==> src/rtl/rr_stream_mux.sv <==
// N-channel valid/ready stream multiplexer with a registered output stage.
// Channels are picked by a fixed select or round-robin and stay locked until the last beat of a packet.
module rr_stream_mux #(
    parameter  int K  = 8,
    parameter  int N  = 3,
    localparam int SW = $clog2(N)
) (
    input  logic           clk,
    input  logic           rst_n,
    input  logic           mode,
    input  logic [SW-1:0]  sel,
    input  logic [N*K-1:0] in_data,
    input  logic [N-1:0]   in_valid,
    input  logic [N-1:0]   in_last,
    output logic [N-1:0]   in_ready,
    output logic [K-1:0]   out_data,
    output logic           out_valid,
    output logic           out_last,
    input  logic           out_ready,
    output logic [SW-1:0]  grant,
    output logic           busy
);

    logic [K-1:0]  r_out_data;
    logic          r_out_valid;
    logic          r_out_last;
    logic [SW-1:0] r_grant;
    logic          r_busy;
    logic [SW-1:0] r_ptr;

    logic          w_free;
    logic          w_cand_vld;
    logic [SW-1:0] w_cand;
    logic [SW-1:0] w_rr_cand;
    logic          w_rr_vld;
    logic [N-1:0]  w_ready;
    logic          w_in_xfer;
    logic [K-1:0]  w_sel_data;
    logic          w_sel_last;

    assign w_free = !r_out_valid || out_ready;

    // Scan ptr+1, ptr+2, ... so the most recently served channel has lowest priority.
    always_comb begin
        w_rr_vld  = 1'b0;
        w_rr_cand = '0;
        for (int i = 1; i <= N; i++) begin
            int idx;
            idx = (int'(r_ptr) + i) % N;
            if (!w_rr_vld && in_valid[idx]) begin
                w_rr_vld  = 1'b1;
                w_rr_cand = SW'(idx);
            end
        end
    end

    always_comb begin
        w_cand_vld = 1'b0;
        w_cand     = '0;
        if (r_busy) begin
            w_cand_vld = 1'b1;
            w_cand     = r_grant;
        end else if (!mode) begin
            w_cand_vld = (int'(sel) < N);
            w_cand     = sel;
        end else begin
            w_cand_vld = w_rr_vld;
            w_cand     = w_rr_cand;
        end
    end

    always_comb begin
        w_ready    = '0;
        w_sel_data = '0;
        w_sel_last = 1'b0;
        for (int c = 0; c < N; c++) begin
            if (w_cand == SW'(c)) begin
                w_ready[c] = rst_n && w_free && w_cand_vld;
                w_sel_data = in_data[c*K +: K];
                w_sel_last = in_last[c];
            end
        end
    end

    assign in_ready  = w_ready;
    assign w_in_xfer = |(in_valid & w_ready);

    always_ff @(posedge clk or negedge rst_n) begin
        if (!rst_n) begin
            r_out_data  <= '0;
            r_out_valid <= 1'b0;
            r_out_last  <= 1'b0;
            r_grant     <= '0;
            r_busy      <= 1'b0;
            r_ptr       <= SW'(N - 1);
        end else begin
            if (w_in_xfer) begin
                r_out_data  <= w_sel_data;
                r_out_last  <= w_sel_last;
                r_out_valid <= 1'b1;
                r_grant     <= w_cand;
                r_busy      <= !w_sel_last;
                // Pointer moves once per packet, at its final beat.
                if (mode && w_sel_last)
                    r_ptr <= w_cand;
            end else if (r_out_valid && out_ready) begin
                r_out_valid <= 1'b0;
            end
        end
    end

    assign out_data  = r_out_data;
    assign out_valid = r_out_valid;
    assign out_last  = r_out_last;
    assign grant     = r_grant;
    assign busy      = r_busy;

endmodule

==> config.mk <==
export PLATFORM = sky130hd
export DESIGN_NAME = rr_stream_mux
export DESIGN_NICKNAME = d
export VERILOG_FILES = /design/src/rtl/rr_stream_mux.sv
export SDC_FILE = /design/constraint.sdc
export NUM_CORES = 1
export LEC_CHECK = 0
export BUFFER_PORTS_ARGS = -buffer_cell sky130_fd_sc_hd__buf_2
export CAP_MARGIN = 20
export CELL_PAD_IN_SITES_DETAIL_PLACEMENT = 0
export CELL_PAD_IN_SITES_GLOBAL_PLACEMENT = 1
export CORE_MARGIN = 2
export CORE_UTILIZATION = 35
export CTS_CLUSTER_SIZE = 24
export DETAILED_ROUTE_END_ITERATION = 7
export GPL_TIMING_DRIVEN = 1
export PLACE_DENSITY = 0.82
export SYNTH_ARGS = -nofsm -noshare
export SYNTH_HDL_FRONTEND = slang
export SYNTH_SLANG_ARGS = --single-unit
==> constraint.sdc <==
create_clock -name clk -period 3.7 [get_ports clk]
set_input_delay 0 -clock clk [delete_from_list [all_inputs] [get_ports clk]]
set_output_delay 0 -clock clk [all_outputs]
set_load 0.005 [all_outputs]
==> qor.yml <==
outcome:
  status: "complete, no violations"
clock_network:
  clockBufferDepth: 2
  cts.sink_count: 15
  clk_pin_slew_worst_paths_ns: 0.09
  worstSkewPairLatency_ns: 0.28
  clock-root-buffer: "clkbuf_4"
  cts_max_level: 1
  numCtsBuffers: 3
  cts_tree: "yes"
  cts_setup_buffers: 0
global_route:
  grt_max_degree: 17
  grtUsageMet1_pct: 18.69
  grt-busiest-layer: "met2"
  grt_overflow: 0
  grt_use_met3_pct: 3.345
  met2_usage_pct: 25.65
  antenna_found_initial: 0
  grtUsageTotal_pct: 14.88
  grt_pass1_wl_mm: 4.850
  grt_pass1_vias: 1119
timing:
  worst_slew_pin_slew_ns: 0.5909
  relSlewSlack_pct: 60.10
  drv_slew: 0
  fin_skew_ns: 0.007069
  final_hold_viol_count: 0
  max_freq_ghz: 0.3572
  setup_violations: 0
  tns_ns: 0
  period_minus_slack_ns: 2.799
  rsz0062_at_grt: "false"
  post-route-period-util_pct: 75.66
detailed_routing:
  drc: 0
  avgRoutedWirePerCell_um: 13.42
  vias_per_cell: 5.300
  ant_nets: 0
  drtIter0Drc: 77
  drt-total-wl_mm: 2.993
  first_pass_iters: 4
  vias: 1182
critical_path:
  endpoint_kind: "flop"
  critPathArrivalTime_ns: 2.97
  critPathKind: "reg -> reg"
  cp.required_ns: 3.87
  cp-start-kind: "flop"
  critPathTopFamily: "compound AO/OA/AOI/OAI gates"
  path_buf_inv: 0
  crit_path_max_fanout: 12
  crit_chain: "ha_1 -> a21boi_1 -> a221o_1 -> o31a_1 -> a21o_1 -> mux2i_1 -> nand2_2 -> mux2_1"
  slowest_delay_ns: 0.55
  slowest_stage: "dfstp_2"
final_layout:
  nets: 217
  fin_area_sq_um: 1595
  nFillCells: 339
  seqCellArea_sq_um: 376.6
  synthToLayoutAreaGrowth_pct: 26.24
  multiInputGateArea_sq_um: 817.0
  drive_gt1_share_pct: 41.24
  antenna_cells: 0
die:
  die_y_um: 64.09
  start_util_pct: 37.28
  fp.dieW_um: 64.09
  rows: 21
  fp.coreArea_sq_um: 3390
  die-area_sq_um: 4108
  ioPinCount: 52
logic_synthesis:
  ys.flop_type: "dfrtp_1"
  syn-num-nets: 163
  syn_area_per_cell_sq_um: 10.19
  synth_enable_flop_cells: 0
  ys_seq_elements: 15
  synth_area_sq_um: 1264
  synth_warnings: 0
  synth_cell_types: 46
  ys_async_sr_fraction_pct: 100.0
  synth-seq-area-share_pct: 29.80
  synthCells: 124
power:
  powerDensity_nw_per_um2: 694.1
  p_leak_nw: 0.7695
  peakVddDrop_uv: 303.7
flow_run:
  drv_cap: 0
place:
  hpwl_mm: 2.460
  postPlaceCellArea_sq_um: 1548
  place.gp.congestion: 0.7884
  port_buffers: 51
worst_hold_path:
  hold_path.class: "in -> reg"
[power by group]
| group | internal (mW) | total [mW] | switching [mW] |
|---|---|---|---|
| Clock | 0.0400 | 0.0898 | 0.0498 |
| Sequential | 0.244 | 0.303 | 0.0596 |
| Combinational | 0.361 | 0.714 | 0.353 |
| Total | 0.645 | 1.11 | 0.463 |
[sequential cells by signal, summed over array words and instances (netlist names)]
register   flops
out_valid      1
out_last       1
r_ptr          2
out_data       8
busy           1
grant          2
[synthesized netlist by cell type, types with 2 or more instances]
cell / n / area share (%)
nand2b_1: 6 / 3.0
mux2_4: 6 / 7.1
nand2_1: 4 / 1.2
inv_1: 7 / 2.1
ha_1: 3 / 3.0
or2_2: 2 / 0.99
mux2_1: 5 / 4.5
o211ai_2: 2 / 2.0
o2111ai_1: 2 / 1.4
a21oi_1: 2 / 0.79
nand3_1: 2 / 0.79
a21o_1: 2 / 1.2
buf_2: 4 / 1.6
nor2_1: 4 / 1.2
nor2b_1: 5 / 2.5
mux2i_1: 13 / 10
a22o_1: 2 / 1.4
nand3b_1: 2 / 1.2
dfrtp_1: 14 / 28
o21ai_0: 3 / 1.2
o2bb2ai_1: 9 / 6.2
[path summary, 6_finish.rpt]
| kind | to | slack [ns] | startpoint | cells after the start |
|---|---|---|---|---|
| setup / recovery | out_data[6] | 0.90 | r_ptr[1] | 8 |
| hold / removal | out_data[4] | 0.06 | in_data[12] | 3 |
| setup reg to reg | out_data[6] | 0.90 | r_ptr[1] | 8 |
| hold reg to reg | out_data[6] | 0.49 | out_data[6] | 1 |
| max in group asynchronous | r_ptr[1] | 3.25 | rst_n | 2 |
| min in group asynchronous | out_data[4] | 0.14 | rst_n | 2 |
[worst min-delay path: cells and delay by family]
family / cells / cell delay, ns
AOI/OAI and AO/OA: 1 / 0.11
buffers and inverters: 1 / 0.08
muxes: 1 / 0.12
[what timing repair did]
item,in CTS,in global routing
hold buffers,2,0
endpoints found under the hold margin,16,0
gates resized for setup,0,0
[stage by stage]
| step | std cells | setup WS [ns] | hold slack [ns] | power (mW) | util (%) |
|---|---|---|---|---|---|
| 6_report | 223 | 0.9007 | 0.05924 | 1.107 | 47.07 |
| 5_1_grt | 223 | 0.7231 | 0.04463 | 1.207 | 47.07 |
| 4_1_cts | 223 | 0.9029 | 0.05380 | 1.119 | 47.07 |
| 3_5_place_dp | 217 | 0.9200 | -0.07809 | 1.022 | 45.66 |
| 3_3_place_gp | 217 | 0.9697 | -0.08242 | 1.003 | 45.66 |
| 2_1_floorplan | 124 | 1.121 | -0.2956 | 0.8300 | - |
[per-layer routing]
metal  vias up  wire length, um
met3         2              219
li1        575                -
met1       558             1365
met5         -                0
met2        47             1392
met4         0               15
[area by class of cell]
cell class,instances,area share [%]
clock buffer,3,1.412
clock inverter,1,0.3137
inverter,7,1.647
multi-input combinational,96,51.22
sequential,15,23.61
tap,46,3.608
timing repair buffer,55,18.20
[cells in the final DEF (no fill, tap or decap), drive strengths merged, types with 2 or more instances in the layout]
| master | Yosys | routed |
|---|---|---|
| a21oi | 3 | 3 |
| o21ai | 4 | 4 |
| nor2 | 4 | 4 |
| ha | 3 | 3 |
| inv | 7 | 7 |
| mux2i | 13 | 13 |
| dfrtp | 14 | 14 |
| nand2 | 5 | 5 |
| nand3b | 3 | 3 |
| buf | 5 | 53 |
| clkbuf | 0 | 3 |
| o211ai | 3 | 3 |
| nand3 | 2 | 2 |
| a21o | 2 | 2 |
| a22o | 2 | 2 |
| o2bb2ai | 9 | 9 |
| or2 | 3 | 3 |
| o2111ai | 2 | 2 |
| mux2 | 12 | 12 |
| dlygate4sd3 | 0 | 2 |
| nor2b | 5 | 5 |
| nand2b | 6 | 6 |
[cell families after synthesis]
| logic type | synth area share [%] |
|---|---|
| compound gates | 22.87 |
| fa+ha+maj | 2.971 |
| buf+inv | 5.545 |
| flops | 29.80 |
| mux | 22.77 |
| simple gates | 16.04 |
(Power assumes the default switching activity.)
